File: config.mk
export PLATFORM = sky130hd
export DESIGN_NAME = controle_deslocamento_flat
export DESIGN_NICKNAME = d
export VERILOG_FILES = /design/src/rtl/registrador_pkg.sv /design/src/rtl/controle_deslocamento_if.sv /design/src/rtl/controle_deslocamento.sv /design/src/flat_wrapper.sv
export SDC_FILE = /design/constraint.sdc
export NUM_CORES = 1
export LEC_CHECK = 0
export CAP_MARGIN = 20
export CORE_ASPECT_RATIO = 1.4
export CORE_MARGIN = 4
export CORE_UTILIZATION = 49
export CTS_BUF_LIST = sky130_fd_sc_hd__clkbuf_8 sky130_fd_sc_hd__clkbuf_16
export DETAILED_ROUTE_END_ITERATION = 6
export GPL_TIMING_DRIVEN = 0
export HOLD_SLACK_MARGIN = 0.08
export PLACE_DENSITY = 0.84
export SLEW_MARGIN = 10
export SYNTH_ARGS = -nofsm -noshare
export SYNTH_HDL_FRONTEND = slang
export SYNTH_SLANG_ARGS = --single-unit
File: constraint.sdc
create_clock -name clk -period 2.4 [get_ports clk]
set_input_delay 0.48 -clock clk [delete_from_list [all_inputs] [get_ports clk]]
set_output_delay 0.48 -clock clk [all_outputs]
set_load 0.05 [all_outputs]
File: src/rtl/registrador_pkg.sv
// Shared constants for the shift-register controller: register mode encodings,
// operation encodings and the controller state type.
package registrador_pkg;

    // {ch1,ch0} values understood by the downstream 16-bit register
    localparam logic [1:0] HOLD   = 2'b00;
    localparam logic [1:0] LOAD   = 2'b01;
    localparam logic [1:0] SHIFT  = 2'b10;
    localparam logic [1:0] ROTATE = 2'b11;

    // modo_op encodings; 2'b11 behaves like MODO_CARGA
    localparam logic [1:0] MODO_CARGA     = 2'b00;
    localparam logic [1:0] MODO_DESLOCA   = 2'b01;
    localparam logic [1:0] MODO_ROTACIONA = 2'b10;

    typedef enum logic [1:0] {
        OCIOSO  = 2'b00,
        CARREGA = 2'b01,
        DESLOCA = 2'b10,
        FIM     = 2'b11
    } estado_t;

endpackage

File: src/rtl/controle_deslocamento_if.sv
// Request and register-control signals of the shift-register controller.
// The slave modport is the controller; the master modport is its requester/register side.
interface controle_deslocamento_if;

    logic        start;
    logic [15:0] dado;
    logic [1:0]  modo_op;
    logic [3:0]  qtd;
    logic        serial_in;
    logic        ch0;
    logic        ch1;
    logic        d;
    logic [15:0] bits;
    logic        ocupado;
    logic        pronto;

    modport slave (
        input  start, dado, modo_op, qtd, serial_in,
        output ch0, ch1, d, bits, ocupado, pronto
    );

    modport master (
        output start, dado, modo_op, qtd, serial_in,
        input  ch0, ch1, d, bits, ocupado, pronto
    );

endinterface

File: src/rtl/controle_deslocamento.sv
// Moore FSM that sequences a 16-bit shift register: one parallel load, then
// qtd shift/rotate cycles, then a one-cycle completion pulse.
module controle_deslocamento
    import registrador_pkg::*;
(
    input  logic                      clk,
    input  logic                      rst,
    controle_deslocamento_if.slave    bus
);

    estado_t     state_q, state_d;
    logic [15:0] dado_q, dado_d;
    logic [1:0]  modo_q, modo_d;
    logic [3:0]  qtd_q, qtd_d;
    logic [3:0]  cnt_q, cnt_d;

    logic        modo_movimenta;
    logic [1:0]  ch;

    always_ff @(posedge clk or posedge rst) begin
        if (rst) begin
            state_q <= OCIOSO;
            dado_q  <= '0;
            modo_q  <= '0;
            qtd_q   <= '0;
            cnt_q   <= '0;
        end else begin
            state_q <= state_d;
            dado_q  <= dado_d;
            modo_q  <= modo_d;
            qtd_q   <= qtd_d;
            cnt_q   <= cnt_d;
        end
    end

    assign modo_movimenta = (modo_q == MODO_DESLOCA) || (modo_q == MODO_ROTACIONA);

    always_comb begin
        state_d = state_q;
        dado_d  = dado_q;
        modo_d  = modo_q;
        qtd_d   = qtd_q;
        cnt_d   = cnt_q;
        unique case (state_q)
            OCIOSO: begin
                if (bus.start) begin
                    dado_d  = bus.dado;
                    modo_d  = bus.modo_op;
                    qtd_d   = bus.qtd;
                    state_d = CARREGA;
                end
            end
            CARREGA: begin
                if (modo_movimenta && (qtd_q != 4'd0)) begin
                    cnt_d   = qtd_q;
                    state_d = DESLOCA;
                end else begin
                    state_d = FIM;
                end
            end
            DESLOCA: begin
                // Leaving on the cycle the counter reads 1 gives exactly qtd cycles here
                cnt_d = cnt_q - 4'd1;
                if (cnt_q == 4'd1) begin
                    state_d = FIM;
                end
            end
            FIM: begin
                state_d = OCIOSO;
            end
            default: begin
                state_d = OCIOSO;
            end
        endcase
    end

    always_comb begin
        ch          = HOLD;
        bus.d       = 1'b0;
        bus.bits    = '0;
        bus.ocupado = 1'b0;
        bus.pronto  = 1'b0;
        unique case (state_q)
            CARREGA: begin
                ch          = LOAD;
                bus.bits    = dado_q;
                bus.ocupado = 1'b1;
            end
            DESLOCA: begin
                bus.ocupado = 1'b1;
                if (modo_q == MODO_DESLOCA) begin
                    ch    = SHIFT;
                    bus.d = bus.serial_in;
                end else begin
                    ch = ROTATE;
                end
            end
            FIM: begin
                bus.pronto = 1'b1;
            end
            default: begin
                ch = HOLD;
            end
        endcase
    end

    assign bus.ch0 = ch[0];
    assign bus.ch1 = ch[1];

endmodule

File: src/flat_wrapper.sv
// flat-port wrapper written by rule: the top's interface ports become plain ports
module controle_deslocamento_flat import registrador_pkg::*;
  (clk, rst, bus_start, bus_dado, bus_modo_op, bus_qtd, bus_serial_in, bus_ch0, bus_ch1, bus_d, bus_bits, bus_ocupado, bus_pronto);
  controle_deslocamento_if bus_i ();
  input  logic clk;
  input  logic rst;
  input wire logic [$bits(bus_i.start)-1:0] bus_start;
  input wire logic [$bits(bus_i.dado)-1:0] bus_dado;
  input wire logic [$bits(bus_i.modo_op)-1:0] bus_modo_op;
  input wire logic [$bits(bus_i.qtd)-1:0] bus_qtd;
  input wire logic [$bits(bus_i.serial_in)-1:0] bus_serial_in;
  output wire logic [$bits(bus_i.ch0)-1:0] bus_ch0;
  output wire logic [$bits(bus_i.ch1)-1:0] bus_ch1;
  output wire logic [$bits(bus_i.d)-1:0] bus_d;
  output wire logic [$bits(bus_i.bits)-1:0] bus_bits;
  output wire logic [$bits(bus_i.ocupado)-1:0] bus_ocupado;
  output wire logic [$bits(bus_i.pronto)-1:0] bus_pronto;
  assign bus_i.start = bus_start;
  assign bus_i.dado = bus_dado;
  assign bus_i.modo_op = bus_modo_op;
  assign bus_i.qtd = bus_qtd;
  assign bus_i.serial_in = bus_serial_in;
  assign bus_ch0 = bus_i.ch0;
  assign bus_ch1 = bus_i.ch1;
  assign bus_d = bus_i.d;
  assign bus_bits = bus_i.bits;
  assign bus_ocupado = bus_i.ocupado;
  assign bus_pronto = bus_i.pronto;
  controle_deslocamento u_core (.clk(clk), .rst(rst), .bus(bus_i));
endmodule
Yosys cells after proc, flatten, opt, wreduce, memory -nomap -nowiden --
Index checks and enable logic that the tools add are counted.
Storage, ports and cells: bits in registers 28, bits of input ports 26, output and inout bits 21
Operators by class: add/subtract/negate cells 1, equality and inequality tests 9, multiplexer cells 13, reduce and logical (&&, ||, !) cells 9
Operator list (number):
- 2-to-1 mux 16 bit | 1
- case mux 2 bit (4 select lines) | 1
- case mux 4 bit (2 select lines) | 1
- equality test 2 bit (second input constant) | 3
- 2-to-1 mux 1 bit | 6
- AND reduction 2 bit | 3
- equality test 2 x 1 -> 1 bit (second input constant) | 2
- equality test 4 x 1 -> 1 bit (second input constant) | 1
- 2-to-1 mux 2 bit | 2
- 2-to-1 mux 4 bit | 1
- inequality test 2 x 1 -> 1 bit (second input constant) | 2
- case mux 2 bit (2 select lines) | 1
- nonzero test 4 bit | 1
- subtractor 4 x 1 -> 4 bit (second input constant) | 1
- zero test 2 bit | 1
- inequality test 2 bit (second input constant) | 1
- nonzero test 2 bit | 1
- OR reduction 2 bit | 1
- logical AND 1 bit | 1
- logical OR 1 bit | 1

Depth between registers and ports, before layout --
depth after elaboration 5, mapped depth 6, mapped depth without buffers 6

Worst setup path after synthesis --
Ideal clock, no wire load.
path kind flip-flop to output port, from register u_core.state_q[0], to output bus_ch0, arrival time 1.822 ns, path slack 0.098 ns, stages on the path, launching flop included 6, path through dfrtp_1 inv_1 ha_1 inv_1 nor2_1 o21a_1
On the way: longest elaborated chain between the ends 2, elaborated cells between the ends (all ways) 3, classes of those cells eq/ne: 2; mux: 1
RTL lines:
- from (decl) | line controle_deslocamento.sv:11 | estado_t state_q, state_d;
- from (signal assigned) | line controle_deslocamento.sv:28 | state_q <= state_d;
- equality test 2 bit or equality test 2 x 1 -> 1 bit (tied branches) | line controle_deslocamento.sv:83 | unique case (state_q)
- case mux 2 bit (2 select lines) * | line controle_deslocamento.sv:83
- to (decl) | line flat_wrapper.sv:12 | output wire logic [$bits(bus_i.ch0)-1:0] bus_ch0;
Mark *: on every way between the ends. The rest lies on a longest branch, timed or not.

Final worst setup path --
from register u_core.state_q[1], to output bus_bits[15]
On the way: longest elaborated chain between the ends 2
RTL lines:
- equality test 2 x 1 -> 1 bit | line controle_deslocamento.sv:83
- 2-to-1 mux 16 bit | line controle_deslocamento.sv:83
- to (decl) | line flat_wrapper.sv:15 | output wire logic [$bits(bus_i.bits)-1:0] bus_bits;
Every way passes these cells.

==> metrics <==
largest area contributor in the netlist=dfrtp_1; initial antenna violation count=0; vias after detailed routing=1,099; FFs w/ async S/R, synth=100%; first-pass GRT wire length=5180 um; largest net degree at the start of global routing=29; combinational fraction of design power=57.8%; vias in the first global route=1,201; Worst slew margin=62.0%; cells after synthesis=122; Worst Skew=0.00541 ns; Tot GR Track Use=18.0%; sequential group share of total power=29.7%; register area share after synthesis=48.6%; Syn. warnings=0; data arrival time of the worst path=1.74 ns; final instance area=2030 um^2; CTS root buffer=clkbuf_8; Via density=5.26; Crit Path Class=flop to output port; number of buffers inserted by port buffering=46; Power Dens Cells=1460 nW/um^2; top-area cell type share of the netlist area=48.6%; met3 wire length=129 um; synth top area cells=dfrtp_1 (49%), mux2_2 (18%), and2_1 (7.4%); PnR worst setup slack=0.182 ns; Seq cells post-synth=28; post-CTS setup buffers=0; Finished Layout Cells=209; pre-CTS setup slack=-0.559 ns; Area after DPL=1950 um^2; hpwl dp=2550 um; num ports=47; HP Class=flop to flop; die height=72.2 um; area grow syn2layout=40.7%; clk_lat worst skew=0.27 ns; cell count after placement=205; total grt overflow=0; met2 WL=1820 um; Starting Density=50.6%; routability-driven placement congestion ratio=0.857; Worst EP required=1.92 ns; CP startpoint kind=flop; RSZ-0062 raised after global routing=false; Final Slew Violations=0; Lkg Pwr=0.903 nW; hold violation total from the final report=0; area of the core=2850 um^2; Yosys cell types=27; H-tree depth=1; Fillers=210; Final min period=2.22 ns; internal power=1.65 mW; worst-path fanout max=16; Bufs on Longest Clock Path=2; Final setup viols=0; Inserted Diodes=0; TNS Setup=0 ns; clock buffer count from CTS=3; First-pass DRT Iterations=4; Worst Tran Pin Value=0.569 ns; EDFF count, synth=0; DR top layer=met4; count leader, synth=dfrtp_1; # rows=23; Reg clk slew, reported paths=0.10 ns; NetSw=1.33 mW; fmax=0.451 GHz; TritonCTS clock tree=built; Final nets=207; Hold-fix buffers, CTS=0; syn nets=156; max-cap violations=0; layout cells sized above 1=31.4%; Metal-1 WL=1200 um; Clock Sinks=28; DRT iter0 DRCs=12; Period Utilization, post-route=92.4%; synthesized area per cell=11.8 um^2; outcome=finished, final reports clean; Layout Utilization=71.2%; Synth top cells by count=dfrtp_1 (28), mux2_2 (23), and2_1 (17), inv_1 (9), ha_1 (8); wire per inst=15.4 um; Die X=53.8 um; sw frac=44.6%; die area=3890 um^2; ys flop type=dfrtp_1; Clock Power Share=12.5%; drt total wl=3210 um; area of the mapped netlist=1440 um^2; post-route ant nets=0; VDD IR max=0.854 mV; crit end category=output port; Remaining DRCs=0
through the flow:
stage	power, mW	hold WS [ns]
floorplan	2.15	0.465
global placement	2.58	0.478
detailed placement	2.67	0.487
CTS	2.99	0.513
global route	3.16	0.525
finish	2.97	0.512
final timing paths:
check                           cells after the start  slack [ns]                     startpoint                             to
worst min-delay path                                1        0.51   u_core.dado_q[8]$_DFFE_PP0P_   u_core.dado_q[8]$_DFFE_PP0P_
worst max register to register                      5        0.68  u_core.state_q[0]$_DFFE_PP0P_  u_core.state_q[1]$_DFFE_PP0P_
worst min register to register                      1        0.51   u_core.dado_q[8]$_DFFE_PP0P_   u_core.dado_q[8]$_DFFE_PP0P_
worst max-delay path                                5        0.18  u_core.state_q[1]$_DFFE_PP0P_                   bus_bits[15]
min in group asynchronous                           2        0.55                            rst    u_core.qtd_q[1]$_DFFE_PP0P_
max in group asynchronous                           3        1.37                            rst  u_core.dado_q[12]$_DFFE_PP0P_
metal layers:
layer  vias up  track usage [%]
met5         -                0
met4         0             6.53
met3         6             3.29
met2        28             33.3
met1       545             19.4
li1        520                -
layout make-up:
cell class                 count  area [um^2]  share of cell area [%]
buffer                         3         17.5                   0.864
clock buffer                   3         41.3                    2.04
clock inverter                 1         30.0                    1.48
inverter                       9         33.8                    1.67
multi-input combinational     81          694                    34.2
sequential                    28          701                    34.5
tap                           37         46.3                    2.28
timing repair buffer          47          464                    22.9
flip-flops by register name (all words and copies together) (netlist names):
signal	count
u_core.cnt_q	4
u_core.dado_q	16
u_core.modo_q	2
u_core.qtd_q	4
u_core.state_q	2
kinds of logic (layout without fill, tap and decap cells):
logic type      count (synthesis)  in the layout  synth area share, %
fa+ha+maj                       8              8                 6.94
mux                            23             23                 18.0
compound gates                 20             20                 9.90
flops                          28             28                 48.6
buf+inv                        13             63                 3.56
simple gates                   30             30                 13.0
placed cells by master, fill, tap and decap left out, drive strengths merged:
cell           instances
a211oi                 1
a21o                   1
a21oi                  1
a221o                  1
a31oi                  1
a32oi                  1
and2                  17
and3                   1
buf                   13
bufinv                 1
clkbuf                 5
clkdlybuf4s15          7
clkdlybuf4s50         26
dfrtp                 28
dlygate4sd2            2
ha                     8
inv                    9
mux2                  23
nand2                  3
nor2                   2
nor3b                  3
nor4                   1
o21a                   3
o21ai                  5
o22ai                  1
o31ai                  4
o41ai                  1
or2b                   2
or3                    1
repair_timing:
| action | 4_1_cts | 5_1_grt |
|---|---|---|
| setup endpoints to repair | 20 | 18 |
| gates resized for setup | 88 | 3 |
| pin swaps | 0 | 0 |
power groups by stage:
stage / sequential (mW) / combinational (mW) / clock (mW)
6_report: 0.882 / 1.72 / 0.370
5_1_grt: 0.915 / 1.85 / 0.397
4_1_cts: 0.882 / 1.73 / 0.376
3_5_place_dp: 0.891 / 1.78 / 0
3_3_place_gp: 0.869 / 1.71 / 0
2_1_floorplan: 0.838 / 1.31 / 0
worst max-delay path, stage by stage (launching register included):
cell and delay (ns):
dfrtp_1 0.43, inv_1 0.12, ha_2 0.33, clkbuf_4 0.25, and2_1 0.14, buf_4 0.19
Power figures use the tool's default switching activity.
